## config.mk

```make
export PLATFORM = sky130hd
export DESIGN_NAME = div_result_bcd_flat
export DESIGN_NICKNAME = d
export VERILOG_FILES = /design/src/rtl/div_result_bcd_pkg.sv /design/src/rtl/div_result_bcd_if.sv /design/src/rtl/div_result_bcd_add3.sv /design/src/rtl/div_result_bcd.sv /design/src/flat_wrapper.sv
export SDC_FILE = /design/constraint.sdc
export NUM_CORES = 1
export LEC_CHECK = 0
export ABC_CLOCK_PERIOD_IN_PS = 1800
export CELL_PAD_IN_SITES_DETAIL_PLACEMENT = 2
export CELL_PAD_IN_SITES_GLOBAL_PLACEMENT = 2
export CORE_MARGIN = 1
export CORE_UTILIZATION = 38
export DETAILED_ROUTE_END_ITERATION = 10
export DONT_BUFFER_PORTS = 1
export PLACE_DENSITY = 0.78
export SLEW_MARGIN = 20
export SYNTH_ARGS = -nofsm -noshare
export SYNTH_HDL_FRONTEND = slang
export SYNTH_SLANG_ARGS = --single-unit
```

## constraint.sdc

```tcl
create_clock -name clk -period 1.8 [get_ports clk]
set_input_delay 0.27 -clock clk [delete_from_list [all_inputs] [get_ports clk]]
set_output_delay 0.27 -clock clk [all_outputs]
set_load 0.03 [all_outputs]
```

## src/rtl/div_result_bcd_pkg.sv

```systemverilog
// Shared types and constants for the divider result / BCD conversion stage.
package div_result_pkg;

  // FSM states of the result stage
  typedef enum logic [1:0] {
    ST_IDLE  = 2'd0,
    ST_ACK   = 2'd1,
    ST_CONV  = 2'd2,
    ST_VALID = 2'd3
  } state_t;

  // res_err encodings
  localparam logic [1:0] ERR_NONE = 2'b00;
  localparam logic [1:0] ERR_DBZ  = 2'b01;
  localparam logic [1:0] ERR_OV   = 2'b10;

  // BCD digit counts: quotient 0..1023, remainder 0..31
  localparam int Q_DIGITS = 4;
  localparam int R_DIGITS = 2;

  // One binary bit per conversion cycle
  localparam int CONV_CYCLES = 10;
  localparam int CNT_W       = 4;

endpackage

```

## src/rtl/div_result_bcd_if.sv

```systemverilog
// Bundle of divider-side and consumer-side signals of the result stage.
// slave  : the result stage itself
// master : the environment (divider + consumer)
interface div_result_bcd_if
  import div_result_pkg::*;
#(
  parameter int Q_W = 10,
  parameter int R_W = 5
);

  logic                    div_done;
  logic [Q_W-1:0]          div_q;
  logic [Q_W:0]            div_a;
  logic                    div_dbz;
  logic                    div_ov;
  logic                    got_result;
  logic                    res_valid;
  logic                    res_ready;
  logic [4*Q_DIGITS-1:0]   q_bcd;
  logic [4*R_DIGITS-1:0]   r_bcd;
  logic [1:0]              res_err;
  logic                    busy;

  modport slave (
    input  div_done, div_q, div_a, div_dbz, div_ov, res_ready,
    output got_result, res_valid, q_bcd, r_bcd, res_err, busy
  );

  modport master (
    output div_done, div_q, div_a, div_dbz, div_ov, res_ready,
    input  got_result, res_valid, q_bcd, r_bcd, res_err, busy
  );

endinterface

```

## src/rtl/div_result_bcd_add3.sv

```systemverilog
// Double-dabble digit correction: add 3 to a BCD digit that is 5 or more.
module bcd_add3 (
  input  logic [3:0] digit,
  output logic [3:0] adj
);

  // correction applied before each left shift
  always_comb begin
    adj = digit;
    if (digit >= 4'd5) adj = digit + 4'd3;
  end

endmodule

```

## src/rtl/div_result_bcd.sv

```systemverilog
// Result stage of the restoring divider: captures quotient/remainder/flags,
// acknowledges the divider, converts both values to packed BCD one bit per
// cycle and offers the result to the consumer on a valid/ready handshake.
//
// state    | meaning
// ---------+-----------------------------------------------------------
// ST_IDLE  | waiting for div_done; outputs hold the previous result
// ST_ACK   | one-cycle got_result pulse; error check, conversion setup
// ST_CONV  | 10 shift-add-3 steps, quotient and remainder in parallel
// ST_VALID | res_valid high until res_ready
module div_result_bcd
  import div_result_pkg::*;
#(
  parameter int Q_W = 10,
  parameter int R_W = 5
) (
  input  logic             clk,
  input  logic             rst,
  div_result_bcd_if.slave  bus
);

  localparam int QB_W = 4 * Q_DIGITS;
  localparam int RB_W = 4 * R_DIGITS;
  localparam logic [CNT_W-1:0] CNT_LOAD = CNT_W'(CONV_CYCLES - 1);

  state_t            state;
  state_t            state_nxt;
  logic [CNT_W-1:0]  cnt;
  logic [Q_W-1:0]    q_sh;
  logic [Q_W-1:0]    r_sh;
  logic              dbz_l;
  logic              ov_l;
  logic [QB_W-1:0]   q_bcd_r;
  logic [RB_W-1:0]   r_bcd_r;
  logic [1:0]        err_r;
  logic [QB_W-1:0]   q_adj;
  logic [RB_W-1:0]   r_adj;
  logic              unused_a_hi;

  // upper bits of the divider accumulator are not part of the remainder
  assign unused_a_hi = ^bus.div_a[Q_W:R_W];

  // per-digit add-3 correction of the working BCD registers
  for (genvar i = 0; i < Q_DIGITS; i++) begin : g_q_add3
    bcd_add3 u_add3 (
      .digit (q_bcd_r[4*i +: 4]),
      .adj   (q_adj[4*i +: 4])
    );
  end

  for (genvar i = 0; i < R_DIGITS; i++) begin : g_r_add3
    bcd_add3 u_add3 (
      .digit (r_bcd_r[4*i +: 4]),
      .adj   (r_adj[4*i +: 4])
    );
  end

  // state, counter and datapath registers
  always_ff @(posedge clk) begin
    if (!rst) begin
      state   <= ST_IDLE;
      cnt     <= '0;
      q_sh    <= '0;
      r_sh    <= '0;
      dbz_l   <= 1'b0;
      ov_l    <= 1'b0;
      q_bcd_r <= '0;
      r_bcd_r <= '0;
      err_r   <= ERR_NONE;
    end else begin
      state <= state_nxt;
      case (state)
        ST_IDLE: begin
          if (bus.div_done) begin
            q_sh  <= bus.div_q;
            r_sh  <= {{(Q_W-R_W){1'b0}}, bus.div_a[R_W-1:0]};
            dbz_l <= bus.div_dbz;
            ov_l  <= bus.div_ov;
          end
        end
        ST_ACK: begin
          q_bcd_r <= '0;
          r_bcd_r <= '0;
          if (dbz_l) begin
            err_r <= ERR_DBZ;
          end else if (ov_l) begin
            err_r <= ERR_OV;
          end else begin
            err_r <= ERR_NONE;
            cnt   <= CNT_LOAD;
          end
        end
        ST_CONV: begin
          // correct digits, then shift {bcd, binary} left by one
          q_bcd_r <= {q_adj[QB_W-2:0], q_sh[Q_W-1]};
          r_bcd_r <= {r_adj[RB_W-2:0], r_sh[Q_W-1]};
          q_sh    <= {q_sh[Q_W-2:0], 1'b0};
          r_sh    <= {r_sh[Q_W-2:0], 1'b0};
          cnt     <= cnt - 1'b1;
        end
        default: ;
      endcase
    end
  end

  // next-state logic; div_done and res_ready only matter in their own state
  always_comb begin
    state_nxt = state;
    case (state)
      ST_IDLE:  if (bus.div_done) state_nxt = ST_ACK;
      ST_ACK:   state_nxt = (dbz_l || ov_l) ? ST_VALID : ST_CONV;
      ST_CONV:  if (cnt == '0) state_nxt = ST_VALID;
      ST_VALID: if (bus.res_ready) state_nxt = ST_IDLE;
      default:  state_nxt = ST_IDLE;
    endcase
  end

  // state-decoded handshake outputs
  always_comb begin
    bus.got_result = (state == ST_ACK);
    bus.res_valid  = (state == ST_VALID);
    bus.busy       = (state != ST_IDLE);
  end

  assign bus.q_bcd   = q_bcd_r;
  assign bus.r_bcd   = r_bcd_r;
  assign bus.res_err = err_r;

endmodule

```

## src/flat_wrapper.sv

```systemverilog
// flat-port wrapper written by rule: the top's interface ports become plain ports
module div_result_bcd_flat import div_result_pkg::*;
#(
  parameter int Q_W = 10,
  parameter int R_W = 5
)
  (clk, rst, bus_div_done, bus_div_q, bus_div_a, bus_div_dbz, bus_div_ov, bus_res_ready, bus_got_result, bus_res_valid, bus_q_bcd, bus_r_bcd, bus_res_err, bus_busy);
  div_result_bcd_if #(.Q_W(Q_W), .R_W(R_W)) bus_i ();
  input  logic clk;
  input  logic rst;
  input wire logic [$bits(bus_i.div_done)-1:0] bus_div_done;
  input wire logic [$bits(bus_i.div_q)-1:0] bus_div_q;
  input wire logic [$bits(bus_i.div_a)-1:0] bus_div_a;
  input wire logic [$bits(bus_i.div_dbz)-1:0] bus_div_dbz;
  input wire logic [$bits(bus_i.div_ov)-1:0] bus_div_ov;
  input wire logic [$bits(bus_i.res_ready)-1:0] bus_res_ready;
  output wire logic [$bits(bus_i.got_result)-1:0] bus_got_result;
  output wire logic [$bits(bus_i.res_valid)-1:0] bus_res_valid;
  output wire logic [$bits(bus_i.q_bcd)-1:0] bus_q_bcd;
  output wire logic [$bits(bus_i.r_bcd)-1:0] bus_r_bcd;
  output wire logic [$bits(bus_i.res_err)-1:0] bus_res_err;
  output wire logic [$bits(bus_i.busy)-1:0] bus_busy;
  assign bus_i.div_done = bus_div_done;
  assign bus_i.div_q = bus_div_q;
  assign bus_i.div_a = bus_div_a;
  assign bus_i.div_dbz = bus_div_dbz;
  assign bus_i.div_ov = bus_div_ov;
  assign bus_i.res_ready = bus_res_ready;
  assign bus_got_result = bus_i.got_result;
  assign bus_res_valid = bus_i.res_valid;
  assign bus_q_bcd = bus_i.q_bcd;
  assign bus_r_bcd = bus_i.r_bcd;
  assign bus_res_err = bus_i.res_err;
  assign bus_busy = bus_i.busy;
  div_result_bcd #(.Q_W(Q_W), .R_W(R_W)) u_core (.clk(clk), .rst(rst), .bus(bus_i));
endmodule
```

# Yosys cells after proc, flatten, opt, wreduce, memory -nomap -nowiden
# Cells that the tools add are included.
totals:
  word_cells: 62
  out_inout_bits: 29
  reg_bits: 54
classes:
  n_mux: 22
  eq_ne: 8
  n_lt_le_gt_ge: 6
  reduce_logical: 10
  addsub: 7
ops:
  columns: ["cell", "count"]
  rows:
  - ["case mux 10 bit (2 select lines)", 2]
  - ["case mux 16 bit (2 select lines)", 1]
  - ["greater-or-equal comparator 4 x 3 -> 1 bit (second input constant)", 6]
  - ["two-way mux 4 bit", 6]
  - ["two-way mux 10 bit", 2]
  - ["adder 4 x 2 -> 4 bit (second input constant)", 4]
  - ["case mux 8 bit (2 select lines)", 1]
  - ["two-way mux 2 bit", 5]
  - ["inequality test 2 bit (second input constant)", 4]
  - ["case mux 2 bit (4 select lines)", 1]
  - ["case mux 4 bit (2 select lines)", 1]
  - ["adder 3 x 2 -> 3 bit (second input constant)", 2]
  - ["two-way mux 3 bit", 2]
  - ["AND reduction 3 bit", 2]
  - ["nonzero test 2 bit", 3]
  - ["equality test 2 bit (second input constant)", 2]
  - ["logical NOT 4 bit", 1]
  - ["AND reduction 2 bit", 2]
  - ["subtractor 4 x 1 -> 4 bit (second input constant)", 1]
  - ["equality test 2 x 1 -> 1 bit (second input constant)", 1]
  - ["logical NOT 2 bit", 1]
  - ["inequality test 2 x 1 -> 1 bit (second input constant)", 1]
  - ["logical OR 1 bit", 1]
  - ["two-way mux 1 bit", 1]

# Logic depth before layout (Yosys ltp)
depth:
  depth_word: 3
  ltp_mapped: 7
  depth_no_buf: 5

# Cells and area by module
# A second synthesis with hierarchy kept.
unflattened:
  cells_unflattened: 355
  hier_area_um2: 3021.6
modules_own_cells:
  columns: ["module", "cells_each", "area_per_inst_um2", "seq_area_each_um2", "n_inst"]
  rows:
  - ["div_result_bcd", 259, 2413.6, 1081.0, 1]
  - ["bcd_add3", 16, 101.3, 0.0, 6]

# Worst setup path before layout
# OpenSTA, ideal clock, no wires.
synth_timing:
  kind: "register -> register"
  startpoint: "reg u_core.state[1]"
  endpoint: "reg u_core.cnt[2]"
  t_arrival_ns: 1.576
  n_path_buf: 0
  path_stages_with_launch: 6
  required_time_ns: 1.684
  slack_ns: 0.108
  path_cell_list: "dfxtp_1 -> inv_1 -> ha_1 -> o21ai_0 -> and3_1 -> a41o_1"
synth_between:
  elab_chain_len: 3
  word_cells_on_any_way: 7
  classes_between: "eq/ne: 4; mux: 1; reduce/logical: 2"
synth_lines:
  columns: ["item", "line_no", "text"]
  rows:
  - ["start, declared", "div_result_bcd.sv:26", "state_t state;"]
  - ["start signal, assigned", "div_result_bcd.sv:71", "state <= state_nxt;"]
  - ["equality test 2 x 1 -> 1 bit (*)", null, null]
  - ["named net bus_got_result", "flat_wrapper.sv:17", "output wire logic [$bits(bus_i.got_result)-1:0] bus_got_result;"]
  - ["inequality test 2 bit (no source line) or nonzero test 2 bit (tied branches)", null, null]
  - ["AND reduction 3 bit (no source line)", null, null]
  - ["end signal, assigned", "div_result_bcd.sv:99", "cnt <= cnt - 1'b1;"]
  - ["end, declared", "div_result_bcd.sv:28", "logic [CNT_W-1:0] cnt;"]
# Mark *: on every way through the listed nets, which the timed path passes. The rest lies on a longest branch.
# A chain may end at the register's enable or synchronous reset.

# Worst setup path in the final report
layout_timing:
  startpoint: "reg u_core.state[1]"
  endpoint: "out bus_busy"
layout_between:
  elab_chain_len: 1
layout_lines:
  columns: ["item", "line_no", "text"]
  rows:
  - ["nonzero test 2 bit", "div_result_bcd.sv:122", "bus.busy = (state != ST_IDLE);"]
  - ["end, declared", "flat_wrapper.sv:22", "output wire logic [$bits(bus_i.busy)-1:0] bus_busy;"]
# No other way between the ends.

==> results.json <==
{
  "die_w_um": 87.7,
  "slowest_stage": "dfxtp_2",
  "grt_pass1_wl_um": 12600,
  "crit_path_frequent_cell": "inv_1",
  "required_ps": 1530,
  "crit_arrival_ps": 1430,
  "reg2reg_from": "u_core.cnt[0]",
  "gp_congestion": 0.789,
  "drive_above_1_share": 0.150,
  "fin_util": 0.466,
  "synth.distinct_cells": 40,
  "diodes": 0,
  "drt_wl_total_um": 7510,
  "drt-initial-drc-count": 77,
  "dpl.hpwl_um": 5370,
  "gr-total-overflow": 0,
  "clk_latency_ps": 310,
  "crit_fanout": 8,
  "hold_viol": 0,
  "synth_compound_area_frac": 0.234,
  "synth_area_per_cell_um2": 8.89,
  "drc_errors": 0,
  "clockBufferDepth": 2,
  "fin_skew_ps": 4.41,
  "synth_area_leaders": "dfxtp_1 39%, ha_1 8.5%, mux2i_1 5.7%",
  "fin_crit_sh": 0.943,
  "firstDrtPassIters": 4,
  "syn_nets": 360,
  "syn_area_mm2": 0.00279,
  "synth-xor-area-share": 0.0125,
  "synthMuxAreaShare": 0.0614,
  "startpoint": "u_core.state[1]",
  "synth_seq_area_share": 0.387,
  "clkSlewWorstSetupHoldPaths_ps": 100,
  "synth.most_common_cell": "dfxtp_1",
  "synth.top_cells.by_count": "54 x dfxtp_1, 24 x nand2_1, 21 x nor2_1",
  "setup_tns_ps": 0,
  "worstReg2RegEnd": "u_core.state[0]",
  "ir_worst_vdd_v": 0.000677,
  "r2r_slack_ps": 120,
  "slew_headroom": 0.550,
  "fin_crit_ps": 1700,
  "rsz0062_at_grt": "no",
  "power.density_mw_per_mm2": 1280,
  "synthArstFlopShare": 0,
  "ios": 56,
  "max-cap-violations": 0,
  "crit_type": "reg -> out",
  "slowest_delay_ps": 390,
  "row_count": 30,
  "ctsRootBufferMaster": "clkbuf_8",
  "synth_flop_cell": "dfxtp_1",
  "fp.dieH_um": 87.7,
  "yosysWarnings": 0,
  "hold_path.class": "in -> reg",
  "synth_fa_ha_area_frac": 0.0851,
  "die_area_mm2": 0.00770,
  "post-place-ws_ps": -24.8,
  "synth-seq-cells": 54,
  "cp-end-kind": "primary output",
  "timing.fmax_mhz": 589,
  "slew_viol_final": 0,
  "cts_buffers": 5,
  "grt_use_total": 0.210,
  "status": "finished, final reports clean",
  "num_vias": 2402,
  "antenna_left": 0,
  "synthSimpleGateAreaFrac": 0.166,
  "htreeDepth": 2,
  "synth_top_family_by_area": "compound AO/OA/AOI/OAI gates",
  "worstSetupEndpoint": "bus_busy",
  "grt_pass1_vias": 2622,
  "clock-sinks": 54,
  "port_buffers": 0,
  "grt_max_degree": 27,
  "initial_core_util": 0.402,
  "synth_top_cell_by_area": "dfxtp_1",
  "tightest_slew_ps": 668,
  "setup_viol": 0,
  "antenna_found_initial": 0,
  "cellLeakagePower_nw": 1.14,
  "layout_setup_ws_ps": 103,
  "synth-edff-count": 0,
  "fin_total_pwr_mw": 4.14,
  "syn_inst": 314,
  "reg2regPathDepth": 5,
  "wl_per_cell_um": 17.5,
  "netlist.area_leader.share": 0.387,
  "fillers": 766,
  "cp_cell_sequence": "inv_1 > ha_1 > buf_4 > inv_1",
  "core-area_mm2": 0.00694,
  "worst_setup_path_start_kind": "flop",
  "viasPerCell": 5.59,
  "nNetsFinal": 379,
  "syn_to_final_growth_pct": 15.9,
  "cts_tree": "built"
}
flip-flops by register name (all words and copies together), names as in the netlist:
| register | cells |
|---|---|
| u_core.bus.q_bcd | 16 |
| u_core.q_sh | 10 |
| u_core.r_sh | 10 |
| u_core.bus.r_bcd | 8 |
| u_core.cnt | 4 |
| u_core.bus.res_err | 2 |
| u_core.state | 2 |
| u_core.dbz_l | 1 |
| u_core.ov_l | 1 |
final cells by class:
type	instances	area, um^2	area share
Clock buffer	6	82.6	0.0255
Inverter	20	75.1	0.0232
Tap cell	96	120	0.0371
Multi-Input combinational cell	223	1580	0.488
Sequential cell	54	1080	0.334
Clock inverter	2	60.1	0.0185
Timing Repair Buffer	29	238	0.0734
worst min-delay path by stage:
| stage | startpoint | to | slack (ps) | depth (start not counted) |
|---|---|---|---|---|
| detailed placement | bus_div_a[0] | u_core.r_sh[0] | 440 | 2 |
| finish | rst | u_core.state[1] | 90 | 2 |
| global placement | bus_div_ov | u_core.ov_l | 420 | 2 |
| CTS | rst | u_core.state[1] | 80 | 2 |
| global route | rst | u_core.state[1] | 70 | 2 |
| floorplan | bus_div_ov | u_core.ov_l | 420 | 2 |
metrics by stage:
step                hold slack, ps  cell area [um^2]  std cells
floorplan                      417              2790        314
global placement               419              3070        422
detailed placement             436              3070        422
CTS                           84.1              3220        430
global route                  73.3              3240        430
finish                        93.9              3240        430
worst max-delay path: cells and delay by family (launching register included):
kind	cells	cell delay, ps
buffers and inverters	3	490
adder cells (fa/ha/maj)	1	230
flip-flops	1	390
cell usage in the layout (no fill, tap or decap), types with 14 or more instances in the layout:
cell	count
dfxtp_1	53
buf_4	26
nand2_1	24
nor2_1	21
a21oi_1	20
inv_1	19
ha_1	18
nand3_1	16
mux2i_1	15
a211oi_1	14
what timing repair did:
| action | 4_1_cts | 5_1_grt |
|---|---|---|
| endpoints found under the hold margin | 0 | 0 |
| setup buffers | 0 | 0 |
| endpoints found under the setup margin | 15 | 22 |
| resized for setup | 3 | 6 |
| hold buffers | 0 | 0 |
where the power goes:
group	total, mW	switching [mW]	internal, mW	leakage [nW]
Clock	1.01	0.418	0.593	0.0714
Combinational	1.60	0.966	0.639	0.630
Sequential	1.52	0.135	1.39	0.440
Total	4.14	1.52	2.62	1.14
logic make-up after synthesis:
group                    Yosys count
multiplexers                      17
AO/OA/AOI/OAI                     90
AND/OR/NAND/NOR                   93
adder cells (fa/ha/maj)           19
flip-flops                        54
buffers and inverters             37
XOR/XNOR                           4
metal layers:
layer  global-route usage  part of all wire
met1                0.240              0.43
met2                0.391              0.52
met3               0.0452             0.040
met4               0.0581             0.012
met5                    0                 0
Power figures use the tool's default switching activity.
